$ cat config.mk
export PLATFORM = sky130hd
export DESIGN_NAME = metadata_arbiter
export DESIGN_NICKNAME = d
export VERILOG_FILES = /design/src/rtl/ghffe_pkg.sv /design/src/rtl/rr_arbiter.sv /design/src/rtl/metadata_arbiter.sv
export SDC_FILE = /design/constraint.sdc
export NUM_CORES = 2
export LEC_CHECK = 0
export BUFFER_PORTS_ARGS = -buffer_cell sky130_fd_sc_hd__buf_2
export CAP_MARGIN = 20
export CELL_PAD_IN_SITES_DETAIL_PLACEMENT = 1
export CELL_PAD_IN_SITES_GLOBAL_PLACEMENT = 1
export CORE_MARGIN = 2
export CORE_UTILIZATION = 31
export DETAILED_ROUTE_END_ITERATION = 10
export MAX_ROUTING_LAYER = met4
export PLACE_DENSITY = 0.58
export SLEW_MARGIN = 25
export SYNTH_ARGS = -nofsm -noshare
export SYNTH_HDL_FRONTEND = slang
export SYNTH_HIERARCHICAL = 1
export SYNTH_SLANG_ARGS = --single-unit
$ cat constraint.sdc
create_clock -name clk -period 10 [get_ports clk]
set_clock_uncertainty 0.05 [all_clocks]
set_input_delay 2 -clock clk [delete_from_list [all_inputs] [get_ports clk]]
set_output_delay 2 -clock clk [all_outputs]
set_load 0.02 [all_outputs]
$ cat src/rtl/ghffe_pkg.sv
// Shared sizing, return-pipeline tag and address packing for the metadata read path.
package ghffe_pkg;

    localparam int unsigned N_REQ  = 37;
    localparam int unsigned DATA_W = 16;
    localparam int unsigned PTR_W  = 10;
    localparam int unsigned RD_LAT = 2;
    localparam int unsigned IDX_W  = 6;
    localparam int unsigned ADDR_W = IDX_W + PTR_W;
    localparam int unsigned LINK_W = N_REQ * DATA_W;

    typedef struct packed {
        logic             valid;
        logic [IDX_W-1:0] idx;
    } rd_tag_t;

    function automatic logic [ADDR_W-1:0] pack_addr(input logic [IDX_W-1:0] idx,
                                                    input logic [PTR_W-1:0] ptr);
        return {idx, ptr};
    endfunction

endpackage

$ cat src/rtl/rr_arbiter.sv
// N-way round-robin picker: lowest requesting index at or after last+1, wrapping modulo N.
module rr_arbiter #(
    parameter int unsigned N     = 4,
    parameter int unsigned IDX_W = 2
) (
    input  logic [N-1:0]     req,
    input  logic [IDX_W-1:0] last,
    output logic             gnt_valid_c,
    output logic [IDX_W-1:0] gnt_idx_c
);

    int               pos;
    logic [IDX_W-1:0] cand;

    // Scan farthest-first so the nearest requester after last is the final assignment.
    always_comb begin
        gnt_valid_c = 1'b0;
        gnt_idx_c   = '0;
        pos         = 0;
        cand        = '0;
        for (int k = int'(N); k >= 1; k--) begin
            pos = int'(last) + k;
            if (pos >= int'(N)) pos = pos - int'(N);
            cand = IDX_W'(pos);
            if (req[cand]) begin
                gnt_valid_c = 1'b1;
                gnt_idx_c   = cand;
            end
        end
    end

endmodule

$ cat src/rtl/metadata_arbiter.sv
// Round-robin arbitration of per-stream metadata reads onto one memory port,
// with per-stream auto-incrementing pointers and per-stream return slots.
module metadata_arbiter
    import ghffe_pkg::*;
(
    input  logic                clk,
    input  logic                reset_n,
    input  logic                rewind,
    input  logic                pause,
    input  logic [N_REQ-1:0]    metadata_request,
    output logic                mem_rd,
    output logic [ADDR_W-1:0]   mem_addr,
    input  logic [DATA_W-1:0]   mem_rdata,
    output logic [LINK_W-1:0]   metadata_link,
    output logic [N_REQ-1:0]    metadata_available,
    output logic                busy
);

    logic [N_REQ-1:0]  pending_q, pending_d;
    logic [N_REQ-1:0]  avail_d;
    logic [PTR_W-1:0]  ptr_q [N_REQ];
    logic [PTR_W-1:0]  ptr_d [N_REQ];
    logic [IDX_W-1:0]  last_q, last_d;
    rd_tag_t           pipe_q [RD_LAT];
    rd_tag_t           pipe_d [RD_LAT];
    logic              mem_rd_d;
    logic [ADDR_W-1:0] mem_addr_d;
    logic [LINK_W-1:0] link_d;
    logic              busy_d;
    logic              gnt_valid_c;
    logic [IDX_W-1:0]  gnt_idx_c;
    rd_tag_t           ret;

    rr_arbiter #(.N(N_REQ), .IDX_W(IDX_W)) u_rr (
        .req         (pause ? '0 : pending_q),
        .last        (last_q),
        .gnt_valid_c (gnt_valid_c),
        .gnt_idx_c   (gnt_idx_c)
    );

    // Next state: grant, return landing, then new requests override both.
    always_comb begin
        pending_d  = pending_q;
        avail_d    = metadata_available;
        ptr_d      = ptr_q;
        last_d     = last_q;
        pipe_d     = pipe_q;
        mem_rd_d   = 1'b0;
        mem_addr_d = mem_addr;
        link_d     = metadata_link;
        ret        = pipe_q[RD_LAT-1];
        if (rewind) begin
            pending_d = '0;
            avail_d   = '0;
            last_d    = IDX_W'(N_REQ - 1);
            for (int i = 0; i < int'(N_REQ); i++) ptr_d[i] = '0;
            for (int k = 0; k < int'(RD_LAT); k++) pipe_d[k].valid = 1'b0;
        end else begin
            pipe_d[0] = '{valid: gnt_valid_c, idx: gnt_idx_c};
            for (int k = 1; k < int'(RD_LAT); k++) pipe_d[k] = pipe_q[k-1];
            if (gnt_valid_c) begin
                mem_rd_d             = 1'b1;
                mem_addr_d           = pack_addr(gnt_idx_c, ptr_q[gnt_idx_c]);
                pending_d[gnt_idx_c] = 1'b0;
                ptr_d[gnt_idx_c]     = ptr_q[gnt_idx_c] + PTR_W'(1);
                last_d               = gnt_idx_c;
            end
            if (ret.valid) begin
                link_d[ret.idx * DATA_W +: DATA_W] = mem_rdata;
                avail_d[ret.idx]                   = 1'b1;
            end
            pending_d = pending_d | metadata_request;
            avail_d   = avail_d & ~metadata_request;
        end
        busy_d = |pending_d;
        for (int k = 0; k < int'(RD_LAT); k++) busy_d = busy_d | pipe_d[k].valid;
    end

    always_ff @(posedge clk or negedge reset_n) begin
        if (!reset_n) begin
            pending_q          <= '0;
            metadata_available <= '0;
            last_q             <= IDX_W'(N_REQ - 1);
            mem_rd             <= 1'b0;
            mem_addr           <= '0;
            metadata_link      <= '0;
            busy               <= 1'b0;
            for (int i = 0; i < int'(N_REQ); i++) ptr_q[i] <= '0;
            for (int k = 0; k < int'(RD_LAT); k++) pipe_q[k] <= '0;
        end else begin
            pending_q          <= pending_d;
            metadata_available <= avail_d;
            last_q             <= last_d;
            mem_rd             <= mem_rd_d;
            mem_addr           <= mem_addr_d;
            metadata_link      <= link_d;
            busy               <= busy_d;
            for (int i = 0; i < int'(N_REQ); i++) ptr_q[i] <= ptr_d[i];
            for (int k = 0; k < int'(RD_LAT); k++) pipe_q[k] <= pipe_d[k];
        end
    end

endmodule

==> run_results.csv <==
group,metric,value,unit
logic_synthesis,post_synth_fa_ha_maj_area_fraction,0.604,%
logic_synthesis,synth_area_per_cell,8.32,um2
logic_synthesis,synth_compound_area_share,28.4,%
place,dp.final_hpwl,503000,um
sta,setup_slack,-223,ps
sta,hold_viol,0,
routing,drt-pass1-iter-count,8,
critical_path,crit_type,"reg -> reg",
place,dpl_worst_slack,-1160,ps
floorplanning,dieWidth,501,um
min_path,hold_depth,2,
logic_synthesis,synth_warnings,6,
clock_tree,cts_made_buffers,132,
sta,maxSlewViolCount,0,
logic_synthesis,async_flop_share,100,%
cells_and_area,area_delta_synth_final,29.4,%
outcome,failed_checks,"negative setup slack",
routing,drc_errors,0,
critical_path,cp_slowest_cell,"mux4_2",
grt,antenna_found_initial,124,
place,place_congestion,1.17,
cells_and_area,final_nets,10800,
critical_path,r2r_cells,30,
floorplanning,start_util,31.2,%
grt,grt_max_degree,184,
logic_synthesis,synth-simple-area-share,19.9,%
routing,routed_wl,632000,um
routing,drt_iter0_drc,14500,
critical_path,r2r-start,"last_q[0]",
logic_synthesis,ys_seq_area_share,35.0,%
clock_tree,root_buffer,"clkbuf_16",
sta,holdWs,419,ps
min_path,hold_class,"reg -> reg",
critical_path,r2r_slack,-220,ps
critical_path,worst_ep_arrival_time,10860,ps
logic_synthesis,syn_area,0.0766,mm2
floorplanning,die_h,501,um
clock_tree,clock-sinks,1073,
outcome,status,"complete, but fails checks",
routing,drtAntennaViolNets,0,
logic_synthesis,synthMuxAreaShare,7.99,%
routing,via_per_inst,6.72,
logic_synthesis,synth_top_family_by_area,"compound AO/OA/AOI/OAI gates",
floorplanning,rows,182,
sta,period_needed,10220,ps
grt,overflow,0,
critical_path,crit_end,"ptr_q[238]",
grt,grt_pass1_wl,839000,um
critical_path,startpoint_type,"flip-flop",
clock_tree,insertion_delay,850,ps
sta,setup_viol,198,
sta,setup_tns,-17820,ps
place,port_buffers,703,
sta,fin_crit_sh,102,%
routing,wl_per_cell,44.5,um
logic_synthesis,ys.flop_type,"dfrtp_1",
cells_and_area,multi_input_area,0.0464,mm2
clock_tree,ctsLongestPathBuffers,3,
cells_and_area,seqCellArea,0.0269,mm2
logic_synthesis,synth_edf_count,0,
critical_path,r2r_end,"ptr_q[238]",
cells_and_area,nFillCells,28900,
critical_path,cp.required,10640,ps
critical_path,cpPeakStageDelay,800,ps
floorplanning,dieArea,0.251,mm2
logic_synthesis,syn_inst,9213,
floorplanning,ios,704,
cells_and_area,drive_gt1_share,28.0,%
critical_path,cp_max_fo,12,
critical_path,startpoint,"last_q[0]",
logic_synthesis,synthXorXnorAreaFrac,2.23,%
clock_tree,clkTransAtPathRegs,60,ps
floorplanning,core-area,0.246,mm2
grt,grt_pass1_vias,92100,
logic_synthesis,yosys_register_bits,1073,
sta,fmax,97.8,MHz
grt,grt_usage,50.1,%
logic_synthesis,syn_nets,9307,
sta,maxSlewHeadroom,18.2,%
job,cap_viol_max_count,0,
sta,tightest_slew,1220,ps
logic_synthesis,synthDistinctLibCells,150,
clock_tree,cts_tree,"done",
clock_tree,htreeDepth,4,
critical_path,endpoint_kind,"flip-flop",
critical_path,cpMostUsedCell,"buf_4",
routing,vias,95400,
==> cells in the mapped netlist (all sizes together) (74+ instances only) <==
master	count	share of area (%)
a211oi	138	1.4
nor2b	103	0.84
buf	305	2.6
clkbuf	498	2.4
o31ai	253	2.7
xnor2	157	2.0
a221oi	89	1.0
nor4	75	0.74
mux4	102	3.0
nand3	297	1.9
a21oi	490	3.4
mux2i	267	3.5
nor3	254	1.8
a22o	126	1.4
nand4	74	0.61
dfrtp	1071	35
mux2	101	1.5
o211ai	129	1.3
o21ai	1078	7.1
a31oi	93	0.82
nor2	550	2.8
o22ai	104	0.88
inv	138	0.68
nand2	1551	7.6
and2	82	0.67
==> worst max-delay path, delay by kind of cell, from the launching register on <==
kind,cells,cell delay (ps)
and+or+nand+nor,9,2770
buffers and inverters,8,1880
AOI/OAI and AO/OA,10,3150
muxes,1,800
adders and majority gates,2,690
DFF,1,630
==> layout by cell type, fill, tap and decap left out, types with 114 or more instances in the layout <==
master and instances:
nor2_1 528, xnor2_1 114, inv_1 130, o31ai_1 209
nand3_1 294, buf_12 146, nor3_1 229, mux2i_1 265
a22o_1 126, buf_2 700, diode_2 134, a211oi_1 120
buf_4 1335, nand2_1 1528, dfrtp_1 1066, a21oi_1 462
o21ai_0 1015, clkbuf_16 133, o211ai_1 124
==> registers in the layout, summed over array words and instances (netlist names) <==
register	count
busy	1
pipe_q	13
mem_addr	16
ptr_q	370
metadata_link	592
pending_q	37
metadata_available	37
mem_rd	1
last_q	6
==> worst min path at each step <==
stage,startpoint,to,slack (ps)
after detailed placement,metadata_link[3],metadata_link[3],410
after global placement,metadata_link[7],metadata_link[7],400
after CTS,metadata_link[5],metadata_link[5],420
after floorplan,ptr_q[227],ptr_q[227],390
final,metadata_link[5],metadata_link[5],420
after global routing,metadata_link[478],metadata_link[478],450
==> per-layer routing <==
| metal | vias up | share of wire [%] | global-route usage (%) | wire length [um] |
|---|---|---|---|---|
| li1 | 37400 | - | - | - |
| met1 | 49000 | 40 | 63.4 | 252000 |
| met2 | 7161 | 39 | 66.5 | 248000 |
| met3 | 1885 | 14 | 20.2 | 85900 |
| met4 | 0 | 7.1 | 29.0 | 45100 |
| met5 | - | 0 | - | 0 |
==> through the flow <==
step                instance area, um2  util, %  cells
floorplan                        76600        -   9213
global placement                 93700     38.1  13800
detailed placement               93800     38.1  13800
CTS                              98300     40.0  14000
global route                     99100     40.3  14200
finish                           99100     40.3  14200
==> cells by family (layout without fill, tap and decap cells) <==
| family | Yosys count | count (layout) |
|---|---|---|
| AOI/OAI and AO/OA | 3205 | 3205 |
| buffers and inverters | 952 | 2572 |
| and+or+nand+nor | 3307 | 3307 |
| other | 0 | 134 |
| adders and majority gates | 37 | 37 |
| muxes | 470 | 470 |
| xor gates and xnor gates | 169 | 169 |
| DFF | 1073 | 1073 |
==> final cells by class <==
class | instances | share of cell area [%]
tap | 3220 | 4.06
sequential | 1073 | 27.1
inverter | 149 | 0.579
clock buffer | 190 | 3.81
timing repair buffer | 2188 | 16.7
antenna | 134 | 0.338
multi-input combinational | 7188 | 46.8
clock inverter | 45 | 0.562
==> timing repair <==
action,in CTS,in global routing
hold buffers,0,0
gates cloned,0,0
pin swaps,2,5
setup endpoints to repair,337,334
gates resized for setup,23,57
buffers inserted,8,11
Power is not shown: default switching activity piles up to over one toggle a cycle in this logic, so the estimate is an artifact.
